--- src/rtl/div_pkg.sv ---
// ============================================================================
// Module  : div_pkg
// Purpose : Shared types and constants for the DIV/IDIV sequencing control.
// Revision: 1.0 - initial release
// ============================================================================
`default_nettype none

package div_pkg;

  typedef enum logic [2:0] {
    S_IDLE   = 3'd0,
    S_CHECK  = 3'd1,
    S_ISSUE  = 3'd2,
    S_WAIT   = 3'd3,
    S_RANGE  = 3'd4,
    S_FINISH = 3'd5
  } div_state_e;

  // Total ce-cycles from request acceptance to FINISH when latency is fixed.
  localparam int unsigned DIV_LAT_BYTE = 16;
  localparam int unsigned DIV_LAT_WORD = 24;

  localparam logic        [31:0] UBYTE_MAX = 32'h0000_00FF;
  localparam logic        [31:0] UWORD_MAX = 32'h0000_FFFF;
  localparam logic signed [31:0] SBYTE_MIN = -32'sd128;
  localparam logic signed [31:0] SBYTE_MAX =  32'sd127;
  localparam logic signed [31:0] SWORD_MIN = -32'sd32768;
  localparam logic signed [31:0] SWORD_MAX =  32'sd32767;

endpackage

`default_nettype wire

--- src/rtl/div_range_check.sv ---
// ============================================================================
// Module  : div_range_check
// Purpose : Combinational test of a 32-bit divider quotient against the
//           destination register range for byte/word, signed/unsigned ops.
// Revision: 1.0 - initial release
// ============================================================================
`default_nettype none

module div_range_check
  import div_pkg::*;
(
  input  logic [31:0] quot_i,
  input  logic        wide_i,
  input  logic        signed_i,
  output logic        out_of_range_o
);

  logic signed [31:0] squot;
  assign squot = $signed(quot_i);

  always_comb begin
    out_of_range_o = 1'b0;
    case ({signed_i, wide_i})
      2'b00:   out_of_range_o = (quot_i > UBYTE_MAX);
      2'b01:   out_of_range_o = (quot_i > UWORD_MAX);
      2'b10:   out_of_range_o = (squot < SBYTE_MIN) || (squot > SBYTE_MAX);
      default: out_of_range_o = (squot < SWORD_MIN) || (squot > SWORD_MAX);
    endcase
  end

endmodule

`default_nettype wire

--- src/rtl/div_control.sv ---
// ============================================================================
// Module  : div_control
// Purpose : Sequences one DIV/IDIV through an external divider: operand
//           extension, divide-by-zero and quotient range errors, result hold.
//           Optional macro DIV_FIXED_LATENCY_EN pads every op to a fixed
//           ce-cycle latency.
// Revision: 1.0 - initial release
// ============================================================================
`default_nettype none

module div_control
  import div_pkg::*;
(
  input  logic        clk,
  input  logic        reset_n,
  input  logic        ce,
  input  logic        req,
  input  logic        op_wide,
  input  logic        op_signed,
  input  logic [31:0] dividend,
  input  logic [15:0] divisor,
  output logic        div_start,
  output logic        div_wide,
  output logic        div_signed,
  output logic [31:0] div_num,
  output logic [31:0] div_denom,
  input  logic        div_done,
  input  logic [31:0] div_quot,
  input  logic [31:0] div_rem,
  output logic        busy,
  output logic        done,
  output logic        div_error,
  output logic [15:0] quot,
  output logic [15:0] rem
);

  div_state_e  state_q, state_d;
  logic        err_q, err_d;
  logic        first_q, first_d;
  logic        wide_q, signed_q;
  logic [31:0] num_q, denom_q;
  logic [31:0] num_d, denom_d;
  logic [31:0] res_quot_q;
  logic [15:0] res_rem_q;
  logic [15:0] quot_q, rem_q;
  logic        range_err;
  logic        lat_ok;
  logic        capture;
  logic        commit;
  logic        unused_rem_hi;

  assign unused_rem_hi = ^div_rem[31:16];

  always_comb begin
    num_d = op_wide ? dividend
          : (op_signed ? {{16{dividend[15]}}, dividend[15:0]} : {16'h0000, dividend[15:0]});
    denom_d = op_wide
          ? (op_signed ? {{16{divisor[15]}}, divisor} : {16'h0000, divisor})
          : (op_signed ? {{24{divisor[7]}}, divisor[7:0]} : {24'h000000, divisor[7:0]});
  end

  div_range_check u_range (
    .quot_i         (res_quot_q),
    .wide_i         (wide_q),
    .signed_i       (signed_q),
    .out_of_range_o (range_err)
  );

`ifdef DIV_FIXED_LATENCY_EN
  logic [4:0] lat_cnt_q;
  logic [4:0] lat_tgt;

  // Counter is zero in CHECK, so FINISH is entered on the LAT-th ce edge after acceptance.
  assign lat_tgt = wide_q ? 5'(DIV_LAT_WORD - 1) : 5'(DIV_LAT_BYTE - 1);
  assign lat_ok  = (lat_cnt_q >= lat_tgt);

  always_ff @(posedge clk or negedge reset_n) begin
    if (!reset_n) begin
      lat_cnt_q <= 5'd0;
    end else if (ce) begin
      if (state_q == S_IDLE) begin
        lat_cnt_q <= 5'd0;
      end else if (lat_cnt_q != 5'h1F) begin
        lat_cnt_q <= lat_cnt_q + 5'd1;
      end
    end
  end
`else
  assign lat_ok = 1'b1;
`endif

  always_ff @(posedge clk or negedge reset_n) begin
    if (!reset_n) begin
      state_q <= S_IDLE;
      err_q   <= 1'b0;
      first_q <= 1'b0;
    end else if (ce) begin
      state_q <= state_d;
      err_q   <= err_d;
      first_q <= first_d;
    end
  end

  always_comb begin
    state_d = state_q;
    err_d   = err_q;
    first_d = first_q;
    case (state_q)
      S_IDLE: begin
        if (req) begin
          state_d = S_CHECK;
          err_d   = 1'b0;
        end
      end
      S_CHECK: begin
        if (denom_q == 32'd0) begin
          err_d = 1'b1;
          if (lat_ok) state_d = S_FINISH;
        end else begin
          state_d = S_ISSUE;
        end
      end
      S_ISSUE: begin
        state_d = S_WAIT;
        first_d = 1'b1;
      end
      S_WAIT: begin
        // The divider's done level is still high from the previous op for one cycle.
        first_d = 1'b0;
        if (!first_q && div_done) state_d = S_RANGE;
      end
      S_RANGE: begin
        err_d = range_err;
        if (lat_ok) state_d = S_FINISH;
      end
      S_FINISH: state_d = S_IDLE;
      default:  state_d = S_IDLE;
    endcase
  end

  always_comb begin
    busy      = (state_q != S_IDLE);
    done      = (state_q == S_FINISH);
    div_error = (state_q == S_FINISH) && err_q;
    div_start = (state_q == S_ISSUE);
  end

  assign capture = (state_q == S_WAIT) && !first_q && div_done;
  assign commit  = (state_q == S_RANGE) && lat_ok && !range_err;

  always_ff @(posedge clk or negedge reset_n) begin
    if (!reset_n) begin
      wide_q     <= 1'b0;
      signed_q   <= 1'b0;
      num_q      <= 32'd0;
      denom_q    <= 32'd0;
      res_quot_q <= 32'd0;
      res_rem_q  <= 16'd0;
      quot_q     <= 16'd0;
      rem_q      <= 16'd0;
    end else if (ce) begin
      if ((state_q == S_IDLE) && req) begin
        wide_q   <= op_wide;
        signed_q <= op_signed;
        num_q    <= num_d;
        denom_q  <= denom_d;
      end
      if (capture) begin
        res_quot_q <= div_quot;
        res_rem_q  <= div_rem[15:0];
      end
      if (commit) begin
        quot_q <= wide_q ? res_quot_q[15:0] : {8'h00, res_quot_q[7:0]};
        rem_q  <= wide_q ? res_rem_q        : {8'h00, res_rem_q[7:0]};
      end
    end
  end

  assign div_wide   = wide_q;
  assign div_signed = signed_q;
  assign div_num    = num_q;
  assign div_denom  = denom_q;
  assign quot       = quot_q;
  assign rem        = rem_q;

endmodule

`default_nettype wire

--- config.mk ---
export PLATFORM = sky130hd
export DESIGN_NAME = div_control
export DESIGN_NICKNAME = d
export VERILOG_FILES = /design/src/rtl/div_pkg.sv /design/src/rtl/div_range_check.sv /design/src/rtl/div_control.sv
export SDC_FILE = /design/constraint.sdc
export NUM_CORES = 1
export LEC_CHECK = 0
export ABC_CLOCK_PERIOD_IN_PS = 3900
export CELL_PAD_IN_SITES_DETAIL_PLACEMENT = 0
export CELL_PAD_IN_SITES_GLOBAL_PLACEMENT = 1
export CORE_UTILIZATION = 35
export CTS_CLUSTER_DIAMETER = 200
export CTS_CLUSTER_SIZE = 40
export DETAILED_ROUTE_END_ITERATION = 10
export PLACE_DENSITY = 0.94
export SLEW_MARGIN = 30
export SYNTH_ARGS = -nofsm -noshare
export SYNTH_HDL_FRONTEND = slang
export SYNTH_SLANG_ARGS = --single-unit
--- constraint.sdc ---
create_clock -name clk -period 3.9 [get_ports clk]
set_clock_uncertainty 0.2 [all_clocks]
set_input_delay 0.78 -clock clk [delete_from_list [all_inputs] [get_ports clk]]
set_output_delay 0.78 -clock clk [all_outputs]
set_load 0.02 [all_outputs]
==> metrics.md, run 1 <==
| Metric | Value |
|---|---|
| Status | finished clean |
| Number of max-capacitance violations reported | 0 |
| Leak pwr | 3.73 nW |
| Number of nets still failing antenna checks after routing | 0 |
| IO Pins | 221 |
| Maximum number of pins on one net before global-route repair | 76 |
| Fin crit period | 3.03 ns |
| Share of the cycle needed by the critical path after routing | 0.776 |
| Post-Synthesis Net Count | 617 |
| Dominant delay contributor by cell family on the critical path | buffers and inverters |
| Sequential element share of the synthesized area | 0.598 |
| Endpoint type of the worst setup path | primary output |
| VDD IR max | 0.417 mV |
| Quantity of I/O buffers inserted on ports | 204 |
| Buffers plus inverters on the worst setup path | 1 |
| Routed len/inst | 16.9 um |
| Htree depth | 4 |
| EDFF count, synth | 0 |
| Count of hold buffers inserted by post-cts repair | 0 |
| Finish-stage setup viols | 0 |
| Global Route Usage Sum | 0.192 |
| DIE AREA | about 0.017 mm2 |
| Share of the synthesized area in the top cell type | 0.598 |
| Setup slack after placement | 0.683 ns |
| Hold violation count in the final report | 0 |
| Slowest stage delay, CP | 0.65 ns |
| Via count of the first global-routing pass | between 4k and 5k |
| Wire length of the first global-routing pass | 24500 um |
| Top cells by area, synth | sky130_fd_sc_hd__dfrtp_1 (60%), sky130_fd_sc_hd__mux2_2 (10%), sky130_fd_sc_hd__nand2_1 (7.4%) |
| Number of buffers added by the clock tree synthesis step | 17 |
| Type of the most critical hold path | in -> async |
| Clock tree from TritonCTS | built |
| Most common library cell in the layout ignoring fill and taps | sky130_fd_sc_hd__clkdlybuf4s50_1 |
| Vias per std cell | 4.93 |
| Fillers | 1382 |
| Diodes inserted | 0 |
| Synthesized instance count | 498 |
| Core area | approximately 0.016 mm2 |
| Routed via count | 4487 |
| Final Max Slew Viols | 0 |
| Post-route worst hold slack | 0.185 ns |
| Post-detailed-routing wire length | 15400 um |
| Netlist cell types | 36 |
| Max stage delay cell, worst path | sky130_fd_sc_hd__clkdlybuf4s50_1 |
| Headroom to the max-slew limit | 0.462 |
| Clock tree root driver cell | sky130_fd_sc_hd__clkbuf_16 |
| Clk sinks | 136 |
| GPL Wtd Cong | 0.763 |
| PnR worst setup slack | 0.872 ns |
| GR peak layer | met2 |
| Post-CTS Setup Bufs | 0 |
| Unrepaired setup endpoints after global routing | no |
| Cell accounting for the most synthesized area | sky130_fd_sc_hd__dfrtp_1 |
| WP data arrival | 2.05 ns |
| Detailed Route Iter0 Violations | a little over 200 |
| Worst EP required | 2.92 ns |
| Overall power | 6.00 mW |
| Total number of yosys warnings | 0 |
| Drt drc | 0 |
| Maximum operating frequency | 0.330 GHz |
| Crit start category | register |
| Max clock buf depth | 2 |
| Source-to-sink clock delay at the later pin of the worst-skew pair | 0.42 ns |
| Met2 Use GR | 0.352 |
| Die Y-Extent | 129 um |
| Net count of the finished layout | 801 |
| Critical path peak fanout | 10 |
| Antenna violations before repair | 0 |
| Synthesized area per cell | 11.4 um2 |
| Die Wd | around 130 um |
| Routing usage on met3 | 0.0673 |
| Fraction of layout cells with a size suffix above 1 | 0.161 |
| Total congestion overflow | 0 |
| Cell breakdown of the critical path | nor2b_1 -> and3_1 -> clkdlybuf4s50_1 |
| Transition time at the pin with the least slew margin | 0.806 ns |
| Post-cts resize count | 0 |
| Proportion of register bits with asynchronous set or reset after synthesis | 1.00 |
| Core Rows | 46 |
| Most used flip-flop cell after synthesis | sky130_fd_sc_hd__dfrtp_1 |
| Cell Pwr Density | between 700 and 800 mW/mm2 |
| Placed Cells | 879 |
| Post-Layout Cell Count | 911 |
| Half-perimeter wire length of the detailed placement result | between 10000 and 15000 um |
| TNS Setup | 0 ns |
| Area growth from synthesis to layout | 48.6% |
| Length of the first detailed-routing pass in iterations | 5 |
| Met1 track utilization from global routing | 0.207 |
| Area of the mapped netlist | 0.00569 mm2 |
| Commonest cells after routing, fill and taps aside | sky130_fd_sc_hd__clkdlybuf4s50_1 (203), sky130_fd_sc_hd__dfrtp_1 (136), sky130_fd_sc_hd__nand2_1 (112) |
| Clk pin slew, worst setup/hold paths | approximately 0.060 ns |
| Effective utilization at floorplan | 0.358 |
| Register bit total from synthesis | 136 |
| Category of the critical setup timing path | reg -> out |
worst paths after layout:
path	startpoint	to	slack [ns]	depth (start not counted)
min reg2reg	div_num[5]	div_num[5]	0.28	2
min in group clk	div_num[5]	div_num[5]	0.28	2
max in group asynchronous	reset_n	div_num[17]	2.50	2
max reg2reg	res_quot_q[24]	rem[7]	1.22	7
min	reset_n	quot[7]	0.19	1
max	state_q[0]	div_error	0.87	3
synthesized netlist by cell type (all sizes together) (2+ instances only):
library cell / number
dfrtp: 136
nand2: 112
mux2: 66
nand3: 51
buf: 25
clkbuf: 22
o2bb2ai: 16
o21ai: 14
a21oi: 12
nor4: 10
nand4: 6
nor2: 5
and3: 3
nor2b: 3
and3b: 2
and4: 2
nor3: 2
registers in the layout, summed over array words and instances (netlist names):
name / flops
div_num: 32
res_quot_q: 32
div_denom: 17
quot: 16
rem: 16
res_rem_q: 16
state_q: 3
div_signed: 1
div_wide: 1
err_q: 1
first_q: 1
per-layer routing:
metal	part of all wire	routed length, um
met5	0	0
met2	0.51	7810
met1	0.40	6160
met4	0.012	185
met3	0.081	1250
cell families (layout without fill, tap and decap cells):
logic type,after synthesis,in the layout,synth area share
buf+inv,48,245,0.0458
flops,136,136,0.598
compound gates,47,47,0.0563
mux,66,66,0.137
simple gates,201,201,0.162
worst reg2reg max path: cells and delay by family (launching register included):
family                 cells  cell delay, ns
flip-flops                 1            0.37
multiplexers               1            0.32
AO/OA/AOI/OAI              1            0.27
AND/OR/NAND/NOR            4            1.11
buffers and inverters      1            0.30
where the power goes:
part | internal [mW] | switching (mW)
clock | 0.975 | 0.648
sequential | 1.92 | 0.394
combinational | 1.05 | 1.02
stage by stage:
step | util | instance area (um2)
after floorplan | - | 5690
after detailed placement | 0.494 | 7850
after CTS | 0.532 | 8450
final | 0.532 | 8450
after global placement | 0.493 | 7840
after global routing | 0.532 | 8450
area by class of cell:
| cell class | count | area, um2 | share of cell area |
|---|---|---|---|
| inverters | 1 | 3.75 | 0.000444 |
| clock inverters | 14 | 163 | 0.0192 |
| clock buffers | 18 | 439 | 0.0520 |
| flip-flops and latches | 136 | 3400 | 0.403 |
| repair buffers | 212 | 2130 | 0.252 |
| well taps | 216 | 270 | 0.0320 |
| multi-input cells | 314 | 2040 | 0.242 |
Note: power is estimated with default switching activity, not from simulation.
==> run 2: changes to the inputs <==
--- a/config.mk
+++ b/config.mk
@@ -5,14 +5,14 @@
 export SDC_FILE = /design/constraint.sdc
 export NUM_CORES = 1
 export LEC_CHECK = 0
-export ABC_CLOCK_PERIOD_IN_PS = 3900
+export ABC_CLOCK_PERIOD_IN_PS = 2430
 export CELL_PAD_IN_SITES_DETAIL_PLACEMENT = 0
 export CELL_PAD_IN_SITES_GLOBAL_PLACEMENT = 1
-export CORE_UTILIZATION = 35
+export CORE_UTILIZATION = 30
 export CTS_CLUSTER_DIAMETER = 200
 export CTS_CLUSTER_SIZE = 40
 export DETAILED_ROUTE_END_ITERATION = 10
-export PLACE_DENSITY = 0.94
+export PLACE_DENSITY = 0.86
 export SLEW_MARGIN = 30
 export SYNTH_ARGS = -nofsm -noshare
 export SYNTH_HDL_FRONTEND = slang
==> constraint.sdc (replaced) <==
create_clock -name clk -period 2.43 [get_ports clk]
set_clock_uncertainty 0.2 [all_clocks]
set_input_delay 0.486 -clock clk [delete_from_list [all_inputs] [get_ports clk]]
set_output_delay 0.486 -clock clk [all_outputs]
set_load 0.02 [all_outputs]
==> metrics.md, run 2 (synthesis results as in run 1) <==
| Metric | Value |
|---|---|
| Clock tree from TritonCTS | built |
| Length of the first detailed-routing pass in iterations | 4 (-1) |
| IO Pins | 221 (unchanged) |
| Headroom to the max-slew limit | 0.652 (+0.190) |
| Status | finished clean |
| Drt drc | 0 (unchanged) |
| Post-detailed-routing wire length | 15900 um (+3.5%) |
| Commonest cells after routing, fill and taps aside | sky130_fd_sc_hd__clkdlybuf4s50_1 (198), sky130_fd_sc_hd__dfrtp_1 (134), sky130_fd_sc_hd__nand2_1 (112) |
| DIE AREA | 0.0195 mm2 (+16%) |
| Die Wd | 140 um (+7.9%) |
| Overall power | 9.74 mW (+62%) |
| Half-perimeter wire length of the detailed placement result | 10600 um (-0.41%) |
| Effective utilization at floorplan | 0.311 (-0.0467) |
| Number of max-capacitance violations reported | 0 (unchanged) |
| Source-to-sink clock delay at the later pin of the worst-skew pair | 0.41 ns (about the same) |
| Category of the critical setup timing path | reg -> reg |
| Routed len/inst | 16.7 um (-1.2%) |
| Transition time at the pin with the least slew margin | 0.522 ns (-0.284 ns) |
| Crit start category | register |
| Cell breakdown of the critical path | nor4_2 -> and4_1 -> a41oi_2 -> a21oi_4 -> o21ai_2 -> mux2_4 |
| Net count of the finished layout | 831 (+3.7%) |
| Core Rows | 49 (+6.5%) |
| Number of nets still failing antenna checks after routing | 0 (unchanged) |
| Core area | 0.0183 mm2 (+15%) |
| Max clock buf depth | 2 (unchanged) |
| Final Max Slew Viols | 0 (unchanged) |
| Unrepaired setup endpoints after global routing | no |
| Wire length of the first global-routing pass | 25900 um (+5.9%) |
| Htree depth | 4 (unchanged) |
| Clock tree root driver cell | sky130_fd_sc_hd__clkbuf_16 |
| PnR worst setup slack | 0.109 ns (-0.763 ns) |
| Cell depth of the worst min-delay path | 2 |
| Max stage delay cell, worst path | sky130_fd_sc_hd__dfrtp_1 |
| Hold violation count in the final report | 0 (unchanged) |
| Total congestion overflow | 0 (unchanged) |
| Global Route Usage Sum | 0.172 (-0.0199) |
| Finish-stage setup viols | 0 (unchanged) |
| Share of the cycle needed by the critical path after routing | 0.955 |
| Most common library cell in the layout ignoring fill and taps | sky130_fd_sc_hd__clkdlybuf4s50_1 |
| Maximum operating frequency | 0.431 GHz |
| Cell Pwr Density | 1110 mW/mm2 (+57%) |
| Vias per std cell | 4.73 (-4.0%) |
| GPL Wtd Cong | 0.745 (-2.4%) |
| Worst EP required | 2.52 ns (-0.40 ns) |
| R2R depth | 6 (-1) |
| Via count of the first global-routing pass | 4722 (-1.8%) |
| Clk pin slew, worst setup/hold paths | 0.06 ns (about the same) |
| Diodes inserted | 0 (unchanged) |
| Number of buffers added by the clock tree synthesis step | 17 (unchanged) |
| Maximum number of pins on one net before global-route repair | 60 (-21%) |
| Endpoint type of the worst setup path | register |
| Fin crit period | between 2 and 2.5 ns |
| Clk sinks | 136 (unchanged) |
| Type of the most critical hold path | reg -> reg |
| Routed via count | 4510 (+0.51%) |
| VDD IR max | 0.659 mV (+58%) |
| Leak pwr | 3.92 nW (+4.9%) |
| Die Y-Extent | 140 um (+7.9%) |
| Antenna violations before repair | 1 (+1) |
| Setup slack after placement | -0.0906 ns (-0.773 ns) |
| Area growth from synthesis to layout | 53.9% |
| Slowest stage delay, CP | 0.41 ns (-0.24 ns) |
| Critical path peak fanout | 6 (-4) |
| Fraction of layout cells with a size suffix above 1 | 0.199 (+0.0375) |
| Quantity of I/O buffers inserted on ports | 204 (unchanged) |
| Detailed Route Iter0 Violations | 176 (-15%) |
| WP data arrival | 2.41 ns (+0.36 ns) |
## run 2: cell count changes in the layout (fill, tap and decap cells not counted), sizes merged
cell	previous run	this run
dlygate4sd3	0	1
clkdlybuf4s50	203	198
buf	9	36
clkinvlp	3	1
clkbuf	18	22
inv	7	3
o21ai	14	16
dlygate4sd2	0	5
clkinv	3	5
## run 2: what timing repair did
item / in CTS / in global routing
gates cloned: 2 / 0
hold buffers: 1 / 0
setup buffers: 5 / 0
setup endpoints to repair: 47 / 34
pin swaps: 3 / 3
gates resized for setup: 12 / 3
hold endpoints to repair: 51 / 0
## run 2: where the power goes
| part | internal [mW] | leakage, nW | switching (mW) |
|---|---|---|---|
| logic | 1.79 | 1.87 | 1.69 |
| clock network | 1.57 | 0.285 | 0.991 |
| registers | 3.08 | 1.76 | 0.614 |
## run 2: area by class of cell
class / count / area [um2]
timing repair buffer: 240 / 2380
tap: 229 / 287
inverter: 1 / 3.75
fill: 1679 / 9520
sequential: 136 / 3410
clock buffer: 22 / 464
multi-input combinational: 316 / 2100
clock inverter: 10 / 118
## run 2: metrics by stage
| stage | util | hold slack, ns | instance area (um2) | setup TNS [ns] | std cells |
|---|---|---|---|---|---|
| finish | 0.479 | 0.275 | 8750 | 0 | 954 |
| global placement | 0.442 | 0.258 | 8070 | -1.32 | 914 |
| detailed placement | 0.442 | 0.261 | 8070 | -2.06 | 914 |
| CTS | 0.478 | 0.276 | 8740 | 0 | 954 |
| floorplan | - | -0.00959 | 5690 | 0 | 498 |
| global route | 0.479 | 0.297 | 8750 | 0 | 954 |
## run 2: final timing paths
| path | startpoint | to | slack [ns] |
|---|---|---|---|
| worst max register to register | res_quot_q[18] | quot[2] | 0.11 |
| worst max-delay path | res_quot_q[18] | quot[2] | 0.11 |
| worst min register to register | div_num[14] | div_num[14] | 0.28 |
| max in group asynchronous | reset_n | div_signed | 0.98 |
| min in group asynchronous | reset_n | res_quot_q[17] | 0.41 |
| worst min-delay path | div_num[14] | div_num[14] | 0.28 |
## run 2: critical path: cells and delay by family (launching register included)
| family | cells | cell delay [ns] |
|---|---|---|
| flops | 1 | 0.41 |
| simple gates | 2 | 0.60 |
| compound gates | 3 | 0.65 |
| mux | 1 | 0.35 |
## run 2: routing by layer
metal | GRT usage | share of wire | vias to the layer above | wire, um
met3 | 0.0705 | 0.088 | 7 | 1400
met2 | 0.278 | 0.47 | 168 | 7500
met1 | 0.213 | 0.44 | 2173 | 6940
met4 | 0.0416 | 0.0058 | 2 | 92
met5 | 0 | 0.00082 | - | 13
li1 | - | - | 2160 | -
==> run 3: changes to the inputs <==
--- a/config.mk
+++ b/config.mk
@@ -8,6 +8,7 @@
 export ABC_CLOCK_PERIOD_IN_PS = 2430
 export CELL_PAD_IN_SITES_DETAIL_PLACEMENT = 0
 export CELL_PAD_IN_SITES_GLOBAL_PLACEMENT = 1
+export CORE_ASPECT_RATIO = 0.8
 export CORE_UTILIZATION = 30
 export CTS_CLUSTER_DIAMETER = 200
 export CTS_CLUSTER_SIZE = 40
==> metrics.md, run 3 (synthesis results as in run 1) <==
| Metric | Value |
|---|---|
| Net Sw Frac | 0.354 (+0.0160) |
| TNS Setup | 0 ns (unchanged) |
| Category of the critical setup timing path | reg -> reg |
| Switching power of the nets | 3.39 mW (+2.8%) |
| Worst EP required | 2.53 ns (about the same) |
| Length of the first detailed-routing pass in iterations | 4 (unchanged) |
| Sequential cell area | 0.00340 mm2 (about the same) |
| Core area | 0.0183 mm2 (+0.34%) |
| Max clock buf depth | 2 (unchanged) |
| Clock tree root driver cell | sky130_fd_sc_hd__clkbuf_16 |
| Antenna violations before repair | 0 (-1) |
| DIE AREA | 0.0195 mm2 (about the same) |
| Fillers | 1709 (+1.8%) |
| Share of the cycle needed by the critical path after routing | 0.963 (+0.00838) |
| Overall power | 9.56 mW (-1.9%) |
| Status | finished clean |
| Via count of the first global-routing pass | 4590 (-2.8%) |
| Number of nets still failing antenna checks after routing | 0 (unchanged) |
| Critical path peak fanout | 15 (+9) |
| Area of combinational cells with multiple inputs | 0.00206 mm2 (-1.8%) |
| Die Y-Extent | 125 um (-10%) |
| Detailed Route Iter0 Violations | 167 (-5.1%) |
| VDD IR max | 0.639 mV (-3.2%) |
| Area growth from synthesis to layout | 52.9% |
| Fraction of layout cells with a size suffix above 1 | 0.191 (-0.00781) |
| Number of max-capacitance violations reported | 0 (unchanged) |
| Combinational share of power | 0.358 (about the same) |
| Hold violation count in the final report | 0 (unchanged) |
| Cell Pwr Density | 1100 mW/mm2 (-1.2%) |
| Buffers plus inverters on the worst setup path | 1 (+1) |
| Part of the power in registers | 0.386 (+0.007) |
| Type of the most critical hold path | reg -> reg |
| Slowest stage delay, CP | 0.53 ns (+0.12 ns) |
| Dominant delay contributor by cell family on the critical path | simple AND/OR/NAND/NOR gates |
| Crit start category | register |
| Commonest cells after routing, fill and taps aside | sky130_fd_sc_hd__clkdlybuf4s50_1 (198), sky130_fd_sc_hd__dfrtp_1 (135), sky130_fd_sc_hd__nand2_1 (112) |
| Clk pin slew, worst setup/hold paths | 0.06 ns (about the same) |
| Transition time at the pin with the least slew margin | 0.536 ns (+0.0143 ns) |
| Htree depth | 4 (unchanged) |
| Post-detailed-routing wire length | 15600 um (-1.8%) |
| Diodes inserted | 0 (unchanged) |
| Max stage delay cell, worst path | sky130_fd_sc_hd__or4_4 |
| Headroom to the max-slew limit | 0.642 (-0.00953) |
| Cell breakdown of the critical path | and4_1 -> nand3_1 -> or4_4 -> nor3_4 -> o21ai_4 -> buf_12 -> mux2_4 |
| Routed len/inst | 16.1 um (-3.5%) |
| Clk sinks | 136 (unchanged) |
| Effective utilization at floorplan | 0.310 (-0.00106) |
| Half-perimeter wire length of the detailed placement result | 11100 um (+4.5%) |
| Unrepaired setup endpoints after global routing | no |
| Maximum number of pins on one net before global-route repair | 56 (-6.7%) |
| Net count of the finished layout | 824 (-0.84%) |
| IO Pins | 221 (unchanged) |
| Final Max Slew Viols | 0 (unchanged) |
| Die Wd | 156 um (+12%) |
| Post-route worst hold slack | 0.273 ns (-0.00298 ns) |
| Clock Power Share | 0.255 (-0.008) |
| Number of buffers added by the clock tree synthesis step | 17 (unchanged) |
| Finish-stage setup viols | 0 (unchanged) |
| Drt drc | 0 (unchanged) |
| Quantity of I/O buffers inserted on ports | 204 (unchanged) |
| WP data arrival | 2.44 ns (+0.03 ns) |
| Global Route Usage Sum | 0.168 (-0.00379) |
| Vias per std cell | 4.57 (-3.3%) |
| Cell-internal power | 6.17 mW (-4.3%) |
| Fin crit period | 2.34 ns (+0.0204 ns) |
| Maximum operating frequency | 0.427 GHz (-0.87%) |
| Leak pwr | 3.87 nW (-1.2%) |
| Routed via count | 4437 (-1.6%) |
| Clock tree from TritonCTS | built |
| Source-to-sink clock delay at the later pin of the worst-skew pair | 0.42 ns (about the same) |
| Core Rows | 44 (-10%) |
| Total congestion overflow | 0 (unchanged) |
| Endpoint type of the worst setup path | register |
| Most common library cell in the layout ignoring fill and taps | sky130_fd_sc_hd__clkdlybuf4s50_1 |
| GPL Wtd Cong | 0.742 (-0.46%) |
| Wire length of the first global-routing pass | 25100 um (-3.2%) |
[run 3: cell count changes in the layout (fill, tap and decap cells not counted), sizes merged, moves of 2 or more]
cell / previous run / this run
inv: 3 / 7
clkinvlp: 1 / 5
bufinv: 2 / 0
clkbuf: 22 / 17
o21ai: 16 / 14
buf: 36 / 31
[run 3: path summary, 6_finish.rpt]
path,start,endpoint,slack [ns],cells past startpoint
max in group asynchronous,reset_n,res_quot_q[7],1.00,3
worst min-delay path,div_num[14],div_num[14],0.27,2
worst min register to register,div_num[14],div_num[14],0.27,2
worst max-delay path,res_quot_q[29],quot[2],0.09,7
worst max register to register,res_quot_q[29],quot[2],0.09,7
min in group asynchronous,reset_n,res_quot_q[17],0.40,2
[run 3: area by class of cell]
| cell class | count | share of cell area |
|---|---|---|
| clock buffers | 17 | 0.0489 |
| flip-flops and latches | 136 | 0.391 |
| clock inverters | 15 | 0.0158 |
| well taps | 253 | 0.0364 |
| multi-input cells | 314 | 0.237 |
| inverters | 1 | 0.000432 |
| repair buffers | 235 | 0.270 |
[run 3: timing repair]
| action | in CTS | in global routing |
|---|---|---|
| pin swaps | 0 | 2 |
| endpoints found under the hold margin | 50 | 0 |
| resized for setup | 7 | 3 |
| setup buffers | 0 | 1 |
| setup endpoints to repair | 21 | 17 |
| hold buffers | 1 | 0 |
[run 3: worst reg2reg max path, delay by kind of cell (launching register included)]
| family | cells | cell delay [ns] |
|---|---|---|
| and+or+nand+nor | 4 | 1.08 |
| AOI/OAI and AO/OA | 1 | 0.11 |
| buffers and inverters | 1 | 0.17 |
| DFF | 1 | 0.37 |
| muxes | 1 | 0.30 |
[run 3: power by group through the flow]
stage	Combinational, mW	Clock, mW	Sequential (mW)
2_1_floorplan	1.42	0	4.06
3_3_place_gp	3.41	0	3.70
3_5_place_dp	3.47	0	3.71
4_1_cts	3.46	2.52	3.70
5_1_grt	3.70	2.62	3.82
6_report	3.43	2.44	3.69
[run 3: routing by layer]
| layer | track usage | share of wire | up-vias |
|---|---|---|---|
| li1 | - | - | 2132 |
| met1 | 0.227 | 0.46 | 2123 |
| met2 | 0.241 | 0.43 | 172 |
| met3 | 0.0749 | 0.10 | 10 |
| met4 | 0.0507 | 0.0086 | 0 |
| met5 | 0 | 0 | - |
[run 3: per-stage QoR]
step	worst slack, ns	instances	util	area [um2]
3_3_place_gp	-0.0354	937	0.442	8100
2_1_floorplan	0.175	498	-	5690
5_1_grt	0.00139	971	0.474	8700
6_report	0.0889	971	0.474	8700
4_1_cts	0.0439	970	0.473	8670
3_5_place_dp	-0.0427	937	0.442	8100
